`src/rtl/mnist_pkg.sv`:
```
// Shared MNIST inference types: logit format and classifier result types.
package mnist_pkg;

  localparam int FEATURE_WIDTH = 16;
  localparam int NUM_DIGITS    = 10;

  typedef logic signed [FEATURE_WIDTH-1:0]  feature_type;
  typedef logic [$clog2(NUM_DIGITS)-1:0]    class_index_type;

  typedef struct packed {
    class_index_type index;
    feature_type     score;
  } classify_result_type;

endpackage

```
`src/rtl/feature_if.sv`:
```
// Feature stream between inference layers; one vector of logits per beat.
interface feature_if #(parameter int VECTOR_LENGTH = 1) ();
  logic                  valid;
  logic                  ready;
  mnist_pkg::feature_type features [VECTOR_LENGTH];

  modport source (output valid, output features, input ready);
  modport sink   (input valid, input features, output ready);
endinterface

```
`src/rtl/argmax_tracker.sv`:
```
// Running best / second-best logit datapath. Next-state values are exposed so
// the caller can capture the final compare result on the last beat.
// ARGMAX_MARGIN_EN adds second-best tracking and the margin output.
module argmax_tracker
  import mnist_pkg::*;
#(
  parameter int IDX_W = 4
) (
  input  logic                       clock,
  input  logic                       reset_n,
  input  logic                       beat_en,
  input  logic                       beat_first,
`ifdef ARGMAX_MARGIN_EN
  input  logic                       beat_second,
`endif
  input  logic [IDX_W-1:0]           beat_idx,
  input  logic [FEATURE_WIDTH-1:0]   logit,
  output logic [IDX_W-1:0]           best_index_nxt,
  output logic [FEATURE_WIDTH-1:0]   best_score_nxt
`ifdef ARGMAX_MARGIN_EN
  , output logic signed [FEATURE_WIDTH:0] margin_nxt
`endif
);

  feature_type       best_score;
  logic [IDX_W-1:0]  best_index;
  logic              beats_best;

  // Strict compare keeps the lower index on ties.
  assign beats_best = $signed(logit) > best_score;

  always_comb begin
    best_score_nxt = best_score;
    best_index_nxt = best_index;
    if (beat_en && (beat_first || beats_best)) begin
      best_score_nxt = logit;
      best_index_nxt = beat_idx;
    end
  end

  always_ff @(posedge clock or negedge reset_n) begin
    if (!reset_n) begin
      best_score <= '0;
      best_index <= '0;
    end else begin
      best_score <= best_score_nxt;
      best_index <= best_index_nxt;
    end
  end

`ifdef ARGMAX_MARGIN_EN
  feature_type second_score;
  feature_type second_nxt;

  // Beat 1 fills second unconditionally; a displaced best is demoted.
  always_comb begin
    second_nxt = second_score;
    if (beat_en && !beat_first) begin
      if (beats_best)
        second_nxt = best_score;
      else if (beat_second || ($signed(logit) > second_score))
        second_nxt = logit;
    end
  end

  assign margin_nxt = $signed({best_score_nxt[FEATURE_WIDTH-1], best_score_nxt}) -
                      $signed({second_nxt[FEATURE_WIDTH-1], second_nxt});

  always_ff @(posedge clock or negedge reset_n) begin
    if (!reset_n) second_score <= '0;
    else          second_score <= second_nxt;
  end
`endif

endmodule

```
`src/rtl/argmax_classifier.sv`:
```
// Final MNIST stage: argmax over NUM_CLASSES logits, result on valid/ready.
// ARGMAX_MARGIN_EN adds class_margin (best minus second-best score).
module argmax_classifier
  import mnist_pkg::*;
#(
  parameter int NUM_CLASSES = 10,
  parameter int COUNT_WIDTH = 16
) (
  input  logic                              clock,
  input  logic                              reset_n,
  feature_if.sink                           features_in,
  output logic                              class_valid,
  input  logic                              class_ready,
  output logic [$clog2(NUM_CLASSES)-1:0]    class_index,
  output logic signed [FEATURE_WIDTH-1:0]   class_score,
  output logic [COUNT_WIDTH-1:0]            images_done
`ifdef ARGMAX_MARGIN_EN
  , output logic signed [FEATURE_WIDTH:0]   class_margin
`endif
);

  localparam int IDX_W = $clog2(NUM_CLASSES);

  typedef enum logic {S_COLLECT, S_RESULT} state_t;

  state_t            state;
  logic [IDX_W-1:0]  beat_cnt;
  logic              ready_q;
  logic              accept;
  logic              last_beat;
  logic [IDX_W-1:0]  index_nxt;
  feature_type       score_nxt;
`ifdef ARGMAX_MARGIN_EN
  logic signed [FEATURE_WIDTH:0] margin_nxt;
`endif

  assign features_in.ready = ready_q;
  assign accept            = features_in.valid && ready_q;
  assign last_beat         = beat_cnt == IDX_W'(NUM_CLASSES - 1);

  argmax_tracker #(.IDX_W(IDX_W)) u_tracker (
    .clock          (clock),
    .reset_n        (reset_n),
    .beat_en        (accept),
    .beat_first     (beat_cnt == '0),
`ifdef ARGMAX_MARGIN_EN
    .beat_second    (beat_cnt == IDX_W'(1)),
`endif
    .beat_idx       (beat_cnt),
    .logit          (features_in.features[0]),
    .best_index_nxt (index_nxt),
    .best_score_nxt (score_nxt)
`ifdef ARGMAX_MARGIN_EN
    , .margin_nxt   (margin_nxt)
`endif
  );

  // Result registers load only on the last beat so they stay put after acceptance.
  always_ff @(posedge clock or negedge reset_n) begin
    if (!reset_n) begin
      state       <= S_COLLECT;
      beat_cnt    <= '0;
      ready_q     <= 1'b1;
      class_valid <= 1'b0;
      class_index <= '0;
      class_score <= '0;
      images_done <= '0;
`ifdef ARGMAX_MARGIN_EN
      class_margin <= '0;
`endif
    end else begin
      case (state)
        S_COLLECT: begin
          if (accept) begin
            if (last_beat) begin
              beat_cnt    <= '0;
              class_index <= index_nxt;
              class_score <= score_nxt;
`ifdef ARGMAX_MARGIN_EN
              class_margin <= margin_nxt;
`endif
              ready_q     <= 1'b0;
              class_valid <= 1'b1;
              state       <= S_RESULT;
            end else begin
              beat_cnt <= beat_cnt + IDX_W'(1);
            end
          end
        end
        S_RESULT: begin
          if (class_ready) begin
            images_done <= images_done + COUNT_WIDTH'(1);
            ready_q     <= 1'b1;
            class_valid <= 1'b0;
            state       <= S_COLLECT;
          end
        end
        default: state <= S_COLLECT;
      endcase
    end
  end

endmodule

```
`src/flat_wrapper.sv`:
```
// flat-port wrapper written by rule: the top's interface ports become plain ports
module argmax_classifier_flat import mnist_pkg::*;
#(
  parameter int NUM_CLASSES = 10,
  parameter int COUNT_WIDTH = 16
)
  (clock, reset_n, class_valid, class_ready, class_index, class_score, images_done, features_in_valid, features_in_features, features_in_ready);
  feature_if features_in_i ();
  input  logic clock;
  input  logic reset_n;
  output logic class_valid;
  input  logic class_ready;
  output logic [$clog2(NUM_CLASSES)-1:0] class_index;
  output logic signed [FEATURE_WIDTH-1:0] class_score;
  output logic [COUNT_WIDTH-1:0] images_done;
  input wire logic [$bits(features_in_i.valid)-1:0] features_in_valid;
  input wire logic [$bits(features_in_i.features)-1:0] features_in_features;
  output wire logic [$bits(features_in_i.ready)-1:0] features_in_ready;
  assign features_in_i.valid = features_in_valid;
  assign features_in_i.features = {>>{features_in_features}};
  assign features_in_ready = features_in_i.ready;
  argmax_classifier #(.NUM_CLASSES(NUM_CLASSES), .COUNT_WIDTH(COUNT_WIDTH)) u_core (.clock(clock), .reset_n(reset_n), .features_in(features_in_i), .class_valid(class_valid), .class_ready(class_ready), .class_index(class_index), .class_score(class_score), .images_done(images_done));
endmodule
```
`config.mk`:
```
export PLATFORM = sky130hd
export DESIGN_NAME = argmax_classifier_flat
export DESIGN_NICKNAME = d
export VERILOG_FILES = /design/src/rtl/mnist_pkg.sv /design/src/rtl/feature_if.sv /design/src/rtl/argmax_tracker.sv /design/src/rtl/argmax_classifier.sv /design/src/flat_wrapper.sv
export SDC_FILE = /design/constraint.sdc
export NUM_CORES = 1
export LEC_CHECK = 0
export ABC_AREA = 1
export CAP_MARGIN = 20
export CORE_MARGIN = 1.5
export CORE_UTILIZATION = 40
export DETAILED_ROUTE_END_ITERATION = 8
export GPL_ROUTABILITY_DRIVEN = 0
export PLACE_DENSITY_LB_ADDON = 0.15
export SLEW_MARGIN = 5
export SYNTH_ARGS = -nofsm -noshare
export SYNTH_HDL_FRONTEND = slang
export SYNTH_SLANG_ARGS = --single-unit
```
`constraint.sdc`:
```
create_clock -name clock -period 2.4 [get_ports clock]
set_input_delay 0.48 -clock clock [delete_from_list [all_inputs] [get_ports clock]]
set_output_delay 0.48 -clock clock [all_outputs]
set_load 0.02 [all_outputs]
```
# After elaboration in Yosys (flattened, before gate mapping)
# Index checks and enable logic that the tools add are counted.
[classes]
addsub = 2
n_lt_le_gt_ge = 1
eq_ne = 4
mux = 15
bitwise = 1
n_reduce_logical = 8
[op_table]
columns = ["op", "count"]
rows = [
  ["16-bit by 1-bit adder with 16-bit output, second input constant", 1],
  ["16-bit > comparator", 1],
  ["16-bit 2-to-1 mux", 1],
  ["1-bit 2-to-1 mux", 9],
  ["4-bit 2-to-1 mux", 2],
  ["1-bit one-hot mux with 2 select lines", 3],
  ["3-bit AND reduction", 2],
  ["4-bit by 1-bit adder with 4-bit output, second input constant", 1],
  ["4-bit == test, second input constant", 1],
  ["4-bit logical NOT", 1],
  ["2-bit != test, second input constant", 2],
  ["2-bit AND reduction", 2],
  ["1-bit logical AND", 2],
  ["2-bit by 1-bit != test with 1-bit output, second input constant", 1],
  ["1-bit logical OR", 1],
  ["1-bit NOT", 1],
]
[totals]
ff_bits = 63
inputBits = 20
output_inout_bits = 38

# Depth between registers and ports, before layout
# Gate-level depths: netlist of run 1.
[logic_depth]
word_depth = 4
mapped_depth = 18
mapped_depth_nobuf = 17

# Cells and area by module
# From an unflattened synthesis of run 1, not the netlist that was laid out.
[unflattened]
hier_cells = 379
hier_area_um2 = 3135.5
[modules_own_cells]
columns = ["mod", "instances", "cells_per_inst", "area_each_um2", "seq_area_each_um2"]
rows = [
  ["argmax_classifier", 1, 212, 1864.3, 1077.3],
  ["argmax_tracker", 1, 167, 1271.2, 500.5],
]

# Least setup slack after synthesis of run 1
# Ideal clock, no wire load.
[synth_timing]
path_type = "input to register"
from = "in features_in_features[7]"
to = "reg u_core.u_tracker.best_index[0]"
setup_time_ns = 0.119
arrival_ns = 1.790
slack_ns = 0.491
stages = 14
path_buffers = 1
path_cell_list = "ha_1 -> nand2_1 -> nor2_1 -> o21ai_0 -> nand3_1 -> nand2_1 -> nand2_1 -> nand2_1 -> nand2_1 -> nand2_1 -> nand2_2 -> buf_4 -> nand3_1 -> and2_1"
[synth_via]
elab_chain_len = 4
[synth_rtl]
columns = ["item", "line", "source"]
rows = [
  ["from (decl)", "flat_wrapper.sv:17", "input wire logic [$bits(features_in_i.features)-1:0] features_in_features;"],
  ["16-bit > comparator", "argmax_tracker.sv:30", "assign beats_best = $signed(logit) > best_score;"],
  ["1-bit logical OR", "argmax_tracker.sv:35", "if (beat_en && (beat_first || beats_best)) begin"],
  ["1-bit logical AND", "argmax_tracker.sv:35", ""],
  ["4-bit 2-to-1 mux", "argmax_tracker.sv:35", ""],
  ["named net u_core.index_nxt[0]", "argmax_classifier.sv:31", "logic [IDX_W-1:0] index_nxt;"],
  ["to (signal assigned)", "argmax_tracker.sv:47", "best_index <= best_index_nxt;"],
  ["to (decl)", "argmax_tracker.sv:26", "logic [IDX_W-1:0] best_index;"],
]
# The timed path passes the listed nets, and every way through them passes these cells.
# A chain may end at the register's enable or synchronous reset.

# Final worst setup path of run 1
[layout_timing]
from = "in features_in_features[7]"
to = "reg u_core.u_tracker.best_index[1]"
# Same word-level chain as after synthesis.

==> results.cfg, run 1 <==
[floorplan]
rows = 32
die_x_um = 92.3
io-pin-count = 58
fp.dieH_um = 92.3
core_um2 = 7730
start_util = 0.413
dieArea_um2 = 8520

[grt]
gr-total-overflow = 0
grt_usage = 0.181
antenna_found_initial = 0
grt_pass1_vias = 2562
grt_pass1_wl_mm = 12.2
grt_max_degree = 39

[cts]
cts_root_buf = clkbuf_8
cts_sinks = 63
ctsHoldBuffers = 0
htreeDepth = 3
clock_latency_ps = 340
path_clk_slew_ps = 70
cts_tree = built
numCtsBuffers = 9
clockBufferDepth = 2

[route]
drt-vias-per-instance = 4.59
dr.max_layer_used = met4
met2_length_mm = 3.18
drt_iter0_markers = 104
drt_wl_total_mm = 7.02
remaining_drc_errors = 0
wire_per_inst_um = 12.6
postRouteAntennaNets = 0
dr.pass1.iters = 4
dr_wl_met3_um = 279
wl_met1_mm = 3.45
route.vias.total = 2564

[finish]
stdcell_area_um2 = 4230
layout-drive-gt1-share = 0.110
diodes = 0
nets = 488
syn2layout_area_growth_pct = 32.6
final_util = 0.548

[synth]
synth_common_cells = nand2_1 (97), dfrtp_1 (62), inv_1 (60), nand3_1 (47), and2_1 (20)
avgSynthCellArea_um2 = 8.51
yosysSeqAreaShare = 0.495
synth_ff_type = dfrtp_1
synth_top_area_share = 0.486
ys_types = 23
yosys_warnings = 0
ys_ff_latch = 63
synth_edf_count = 0
yosysMostFrequentCell = nand2_1
syn_inst = 375
async_flop_share = 1.00
synth_nets = 412
synthTopCellsByArea = dfrtp_1 (49%), nand2_1 (11%), nand3_1 (7.4%)
yosysTopAreaCell = dfrtp_1
synth_area_um2 = 3190

[timing]
setup_viol = 0
final_max_slew_viol_count = 0
slew_headroom = 0.572
tns_ps = 0
fin_crit_ps = 2220
hold_viol = 0
min_period_over_period = 0.924
skew_ps = 8.74
fmax_ghz = 0.451
tightest_slew_ps = 642

[power]
p_leak_nw = 2.20
powerDensity_nw_per_um2 = 1040
max-vdd-ir-drop_uv = 486

[setup_path]
worstReg2RegStart = u_core.u_tracker.best_score[7]$_DFF_PN0_
startpoint = features_in_features[7]
cp-end-kind = flop
arrival_ps = 2450
cp-start-kind = input pin
r2r-end = u_core.class_score[11]$_DFFE_PN0P_
r2r_slack_ps = 380
crit_type = input pin to flop
required_ps = 2630
crit_fanout = 5
reg2regPathDepth = 17

[outcome]
status = finished clean

[placed_design]
dp_hpwl_mm = 5.11
place_area_um2 = 3980
port_buffers = 57

[job]
maxCapViolCount = 0

[min_path]
hold_path_class = input pin to async pin
==> cells by family (layout without fill, tap and decap cells) <==
logic type      Yosys count  in the layout  synth area share
compound gates           12             12            0.0188
flops                    63             63             0.495
buf+inv                  71            152            0.0925
fa+ha+maj                17             17            0.0667
simple gates            199            199             0.292
xor+xnor                 13             13            0.0357
==> sequential cells by signal, summed over array words and instances, names as in the netlist <==
name,flops
u_core.class_score,16
u_core.beat_cnt,4
u_core.features_in.ready,1
u_core.class_valid,1
u_core.images_done,16
u_core.state,1
u_core.u_tracker.best_score,16
u_core.class_index,4
u_core.u_tracker.best_index,4
==> layout by cell type (no fill, tap or decap), types with 2 or more instances in the layout <==
cell | synthesis | final
nand2_4 | 0 | 2
buf_6 | 2 | 2
nor2_1 | 18 | 17
nand4_1 | 5 | 5
and2_1 | 20 | 20
buf_2 | 5 | 2
inv_1 | 60 | 60
nor3_1 | 3 | 3
buf_4 | 2 | 12
buf_12 | 0 | 3
nand2_1 | 97 | 95
clkdlybuf4s50_1 | 0 | 55
nand3_1 | 47 | 47
o21ai_0 | 3 | 2
clkinv_2 | 0 | 3
clkbuf_8 | 0 | 11
a21oi_1 | 9 | 8
ha_1 | 17 | 16
xnor2_1 | 7 | 7
xor2_1 | 6 | 6
nand2_2 | 3 | 3
nor3_2 | 4 | 4
dfrtp_1 | 62 | 62
==> layout make-up <==
cell class                 count  area [um^2]
clock buffer                  12          155
sequential                    63         1580
clock inverter                 4         45.0
timing repair buffer          75          746
tap                          102          128
fill                         736         3500
multi-input combinational    241         1350
inverter                      61          229
==> critical path: stages <==
cell and delay (ps):
clkdlybuf4s50_1 470, ha_4 300, nand2_2 60, nor2_2 120, o21ai_1 70, nand3_1 110, nand2_1 70, nand2_1 60
nand2_1 40, nand2_1 60, nand2_2 60, nand2_4 90, buf_2 180, nand3_1 100, and2_1 170
==> stage by stage <==
step / hold slack, ps / power [W] / worst slack, ps / cells
floorplan: 184 / 0.00271 / 491 / 375
global placement: 459 / 0.00335 / -237 / 541
detailed placement: 465 / 0.00340 / -256 / 541
CTS: 182 / 0.00436 / 102 / 557
global route: 204 / 0.00477 / -4.52 / 558
finish: 161 / 0.00442 / 182 / 558
==> layer usage <==
layer  track usage  up-vias
met4        0.0705        0
li1              -     1318
met1         0.243     1184
met2         0.285       50
met5             0        -
met3        0.0411       12
==> worst max-delay path by stage <==
stage	to	slack, ps	cells after the start
finish	u_core.u_tracker.best_index[1]$_DFF_PN0_	180	15
CTS	u_core.class_score[11]$_DFFE_PN0P_	100	16
global placement	u_core.class_score[11]$_DFFE_PN0P_	-240	16
global route	u_core.class_score[11]$_DFFE_PN0P_	-5	17
floorplan	u_core.u_tracker.best_index[0]$_DFF_PN0_	490	14
detailed placement	u_core.class_score[11]$_DFFE_PN0P_	-260	16
==> where the power goes <==
| part | switching [W] | internal (W) | leakage (nW) |
|---|---|---|---|
| combinational | 0.00107 | 0.000858 | 1.33 |
| sequential | 0.000154 | 0.00139 | 0.764 |
| clock | 0.000414 | 0.000532 | 0.106 |
| total | 0.00163 | 0.00278 | 2.20 |
==> what timing repair did <==
action                     4_1_cts  5_1_grt
setup buffers                    0        0
resized for setup                0       11
setup endpoints to repair        0       40
hold endpoints to repair         0        0
No activity file was read; power rests on OpenSTA's default activity.
==> inputs of run 2 (changes only) <==
- CORE_MARGIN: 1.5 -> 2
- MAX_ROUTING_LAYER: unset -> met4
==> run 2 against run 1 <==
Sequential share of layout area is 0.14 points higher. Sequential power is essentially flat. Clock skew rose by 1.4 ps. Routed wire length is 2.7% lower. Core utilization down 0.21 points. Global-route usage is 0.35 points lower. Critical path depth decreased by 1. Hold slack worse by 130 ps. Power up 1.1%. Register-to-register slack is essentially flat. Die area is 2.2% higher. Setup slack lost 25 ps. Critical path type unchanged. Critical endpoint is now u_core.u_tracker.best_score[2]$_DFF_PN0_.
==> results.cfg, run 2 (synthesis results as in run 1) <==
[setup_path]
worstReg2RegStart = u_core.u_tracker.best_score[9]$_DFF_PN0_
crit_top_cell = nand2_1
required_ps = 2630
cp-start-kind = input pin
path_cells = clkdlybuf4s50_1 -> ha_1 -> a21oi_1 -> o21ai_0 -> a21oi_1 -> nand2_1 -> nand2_1 -> nand2_1 -> nand2_1 -> nand2_2 -> nand2_2 -> buf_6 -> nand2_1 -> and2_1
arrival_ps = 2470
cp-end-kind = flop
crit_fanout = 8
crit_type = input pin to flop
critPathSlowestCell = clkdlybuf4s50_1
r2r_slack_ps = 380
r2r-end = u_core.u_tracker.best_score[2]$_DFF_PN0_
critical_path.max_stage_delay_ps = 440
reg2regPathDepth = 16

[power]
max-vdd-ir-drop_uv = 506
powerDensity_nw_per_um2 = 1060
p_total_w = 0.00446
p_leak_nw = 2.18

[timing]
slew_headroom = 0.761
tns_ps = 0
fmax_ghz = 0.446
final_max_slew_viol_count = 0
setup_viol = 0
hold_viol = 0
tightest_slew_ps = 359
min_period_over_period = 0.934
fin_crit_ps = 2240
rsz0062_at_grt = false
skew_ps = 10.2

[job]
maxCapViolCount = 0

[floorplan]
fp.dieH_um = 93.3
die_x_um = 93.3
io-pin-count = 58
core_um2 = 7730
rows = 32
start_util = 0.413
dieArea_um2 = 8710

[cts]
numCtsBuffers = 9
cts_root_buf = clkbuf_8
ctsHoldBuffers = 0
clockBufferDepth = 2
path_clk_slew_ps = 70
cts_sinks = 63
cts_tree = built
clock_latency_ps = 340
htreeDepth = 3

[finish]
final_util = 0.545
diodes = 0
layout-drive-gt1-share = 0.109
syn2layout_area_growth_pct = 32.1
fin_cells = 560
mostFrequentLayoutCells = nand2_1 (96), dfrtp_1 (62), inv_1 (60)
top_regs = u_core.class_score: 16 flops, u_core.images_done: 16 flops, u_core.u_tracker.best_score: 16 flops
stdcell_area_um2 = 4220
final_common_cell = nand2_1
nets = 490

[min_path]
hold_path_class = input pin to async pin

[placed_design]
place_inst = 544
dp_hpwl_mm = 4.94
place_area_um2 = 3970
port_buffers = 57

[grt]
grt_pass1_vias = 2480
grt_usage = 0.178
gr-total-overflow = 0
antenna_found_initial = 0
grt_max_degree = 26
grt_pass1_wl_mm = 11.7

[route]
drt_wl_total_mm = 6.83
drt-vias-per-instance = 4.57
route.vias.total = 2560
drt_iter0_markers = 111
postRouteAntennaNets = 0
dr.pass1.iters = 4
remaining_drc_errors = 0
wire_per_inst_um = 12.2

[outcome]
status = finished clean
-- run 2: repair_timing --
item,4_1_cts,5_1_grt
buffers inserted,0,0
endpoints found under the setup margin,0,17
gates resized for setup,0,5
-- run 2: where the power goes --
group	internal [W]	total [W]	switching, W
Clock	0.000640	0.00107	0.000434
Combinational	0.000821	0.00185	0.00102
Sequential	0.00139	0.00155	0.000154
Total	0.00285	0.00446	0.00161
-- run 2: worst max-delay path by stage --
| stage | startpoint | endpoint | slack, ps | cells after the start |
|---|---|---|---|---|
| 2_1_floorplan | features_in_features[7] | u_core.u_tracker.best_index[0]$_DFF_PN0_ | 490 | 14 |
| 3_3_place_gp | features_in_features[7] | u_core.u_tracker.best_score[3]$_DFF_PN0_ | -190 | 15 |
| 3_5_place_dp | features_in_features[7] | u_core.u_tracker.best_score[2]$_DFF_PN0_ | -200 | 16 |
| 4_1_cts | features_in_features[7] | u_core.u_tracker.best_score[3]$_DFF_PN0_ | 160 | 15 |
| 5_1_grt | features_in_features[13] | u_core.class_score[4]$_DFFE_PN0P_ | 10 | 15 |
| 6_report | features_in_features[15] | u_core.u_tracker.best_score[2]$_DFF_PN0_ | 160 | 14 |
-- run 2: layout make-up --
cell class                      instances  area (um^2)
Fill cell                             705         3510
Tap cell                              102          128
Clock inverter                          5         80.1
Timing Repair Buffer                   77          727
Multi-Input combinational cell        241         1320
Inverter                               61          229
Clock buffer                           11          151
Sequential cell                        63         1580
-- run 2: per-stage QoR --
stage / hold slack (ps) / setup WS (ps)
floorplan: 184 / 491
global placement: 414 / -191
detailed placement: 409 / -200
CTS: 33.3 / 156
global route: 44.4 / 9.52
finish: 30.2 / 158
-- run 2: per-layer routing --
layer	global-route usage	routed length [um]
met1	0.229	3330
met2	0.275	3060
met3	0.0346	317
met4	0.0772	129
met5	-	0
-- run 2: critical path, delay by kind of cell --
kind | cells | cell delay (ps)
simple gates | 8 | 620
buf+inv | 2 | 580
fa+ha+maj | 1 | 340
compound gates | 3 | 420
==> inputs of run 3 (changes only) <==
- CELL_PAD_IN_SITES_DETAIL_PLACEMENT: unset -> 1
- CELL_PAD_IN_SITES_GLOBAL_PLACEMENT: unset -> 1
- CORE_UTILIZATION: 40 -> 39
==> run 3 against run 2 <==
Global-route usage grew 3.0 points. Via count grew 4.4%. Routed wire length grew 19%. Critical path depth grew 3. Design area grew 1.7%. Sequential share of layout area shrank 0.63 points. Power grew 4.2%. Hold slack gained 83 ps. Non-clock buffer count grew 2. Die area grew 2.5%. Setup slack lost 42 ps.
==> results.cfg, run 3 (synthesis results as in run 1) <==
[finish]
diodes = 0
syn2layout_area_growth_pct = 34.4
final_common_cell = nand2_1
nets = 492
layout-drive-gt1-share = 0.117
register_area_um2 = 1580
nFillCells = 929
multiInputGateArea_um2 = 1360
fin_cells = 562
top_regs = u_core.class_score: 16 flops, u_core.images_done: 16 flops, u_core.u_tracker.best_score: 16 flops
mostFrequentLayoutCells = nand2_1 (95), dfrtp_1 (62), inv_1 (60)

[cts]
numCtsBuffers = 9
clock_latency_ps = 350
ctsHoldBuffers = 0
clockBufferDepth = 2
cts_tree = built
cts_root_buf = clkbuf_8
htreeDepth = 3
path_clk_slew_ps = 80
cts_sinks = 63

[placed_design]
dp_hpwl_mm = 5.82
place_inst = 546
port_buffers = 57

[route]
route.vias.total = 2672
dr.pass1.iters = 4
wire_per_inst_um = 14.5
postRouteAntennaNets = 0
drt_iter0_markers = 75
drt_wl_total_mm = 8.13
drt-vias-per-instance = 4.75
remaining_drc_errors = 0

[floorplan]
dieArea_um2 = 8920
start_util = 0.409
io-pin-count = 58
core_um2 = 7810
fp.dieH_um = 94.5
rows = 32
die_x_um = 94.5

[power]
power_frac_seq = 0.335
pwr-share-clk = 0.234
switching_power_w = 0.00175
intPower_w = 0.00290
p_leak_nw = 2.21
p_sw_frac = 0.377
max-vdd-ir-drop_uv = 538
powerDensity_nw_per_um2 = 1080
p_comb_frac = 0.431

[setup_path]
r2r-end = u_core.class_score[8]$_DFFE_PN0P_
required_ps = 2700
crit_fanout = 5
crit_type = input pin to flop
r2r_slack_ps = 280
arrival_ps = 2580
cp-start-kind = input pin
reg2regPathDepth = 17
worstReg2RegStart = u_core.u_tracker.best_score[6]$_DFF_PN0_
cp-end-kind = flop

[min_path]
hold_path_class = input pin to async pin

[grt]
grt_pass1_vias = 2879
grt_usage = 0.207
grt_pass1_wl_mm = 13.7
grt_max_degree = 43
antenna_found_initial = 0
gr-total-overflow = 0

[timing]
fin_crit_ps = 2280
slew_headroom = 0.619
min_period_over_period = 0.952
rsz0062_at_grt = false
hold_viol = 0
fmax_ghz = 0.438
final_max_slew_viol_count = 0
tns_ps = 0
tightest_slew_ps = 571
setup_viol = 0
whs_ps = 113
skew_ps = 8.61

[job]
maxCapViolCount = 0

[outcome]
status = finished clean
-- run 3: cell count changes in the layout (fill, tap and decap cells not counted), moves of 2 or more --
| cell | before | now |
|---|---|---|
| buf_12 | 0 | 2 |
| ha_1 | 17 | 15 |
| ha_4 | 0 | 2 |
| nand2_4 | 0 | 2 |
-- run 3: worst max-delay path: stages --
cell and delay [ps]:
clkdlybuf4s50_1 460, ha_4 300, nand2_2 60, nor2_1 140
o21ai_0 110, nand3_1 120, nand2_1 80, nand2_1 60
nand2_1 40, nand2_1 60, nand2_2 60, nand2_4 110
nand2_4 70, buf_4 170, nand2_1 80, nand3_1 100
nand2_1 80
-- run 3: repair_timing --
item | CTS | global route
buffers inserted | 0 | 0
endpoints found under the setup margin | 0 | 40
gates resized for setup | 0 | 9
-- run 3: how the worst max path moves through the flow --
stage	from	endpoint	slack [ps]	cells after the start
2_1_floorplan	features_in_features[7]	u_core.u_tracker.best_index[0]$_DFF_PN0_	490	14
3_3_place_gp	features_in_features[7]	u_core.class_score[5]$_DFFE_PN0P_	-210	17
3_5_place_dp	features_in_features[7]	u_core.class_score[8]$_DFFE_PN0P_	-260	17
4_1_cts	features_in_features[7]	u_core.class_score[0]$_DFFE_PN0P_	70	17
5_1_grt	features_in_features[6]	u_core.class_index[1]$_DFFE_PN0P_	0.3	17
6_report	features_in_features[7]	u_core.class_score[8]$_DFFE_PN0P_	120	17
-- run 3: area by class of cell --
type                       count  area share
sequential                    63       0.368
multi-input combinational    241       0.317
timing repair buffer          79       0.179
inverter                      61      0.0534
clock buffer                  10      0.0321
tap                          102      0.0298
clock inverter                 6      0.0216
-- run 3: through the flow --
stage                util  cell area (um^2)  worst slack [ps]  total power, W
floorplan               -              3190               491         0.00271
global placement    0.513              4010              -206         0.00341
detailed placement  0.513              4010              -257         0.00351
CTS                 0.543              4240              72.2         0.00464
global route        0.549              4290             0.308         0.00500
finish              0.549              4290               116         0.00465
-- run 3: power groups by stage --
| stage | clock, W | sequential (W) | combinational (W) |
|---|---|---|---|
| after floorplan | 0 | 0.00171 | 0.00100 |
| after global placement | 0 | 0.00156 | 0.00184 |
| after detailed placement | 0 | 0.00158 | 0.00193 |
| after CTS | 0.00112 | 0.00156 | 0.00196 |
| after global routing | 0.00116 | 0.00160 | 0.00224 |
| final | 0.00109 | 0.00156 | 0.00200 |
-- run 3: metal layers --
layer | track usage | wire length, um | part of all wire | up-vias
met5 | - | 0 | 0 | -
met4 | 0.0930 | 140 | 0.017 | 0
met2 | 0.338 | 3980 | 0.49 | 44
li1 | - | - | - | 1321
met1 | 0.253 | 3770 | 0.46 | 1294
met3 | 0.0359 | 240 | 0.030 | 13
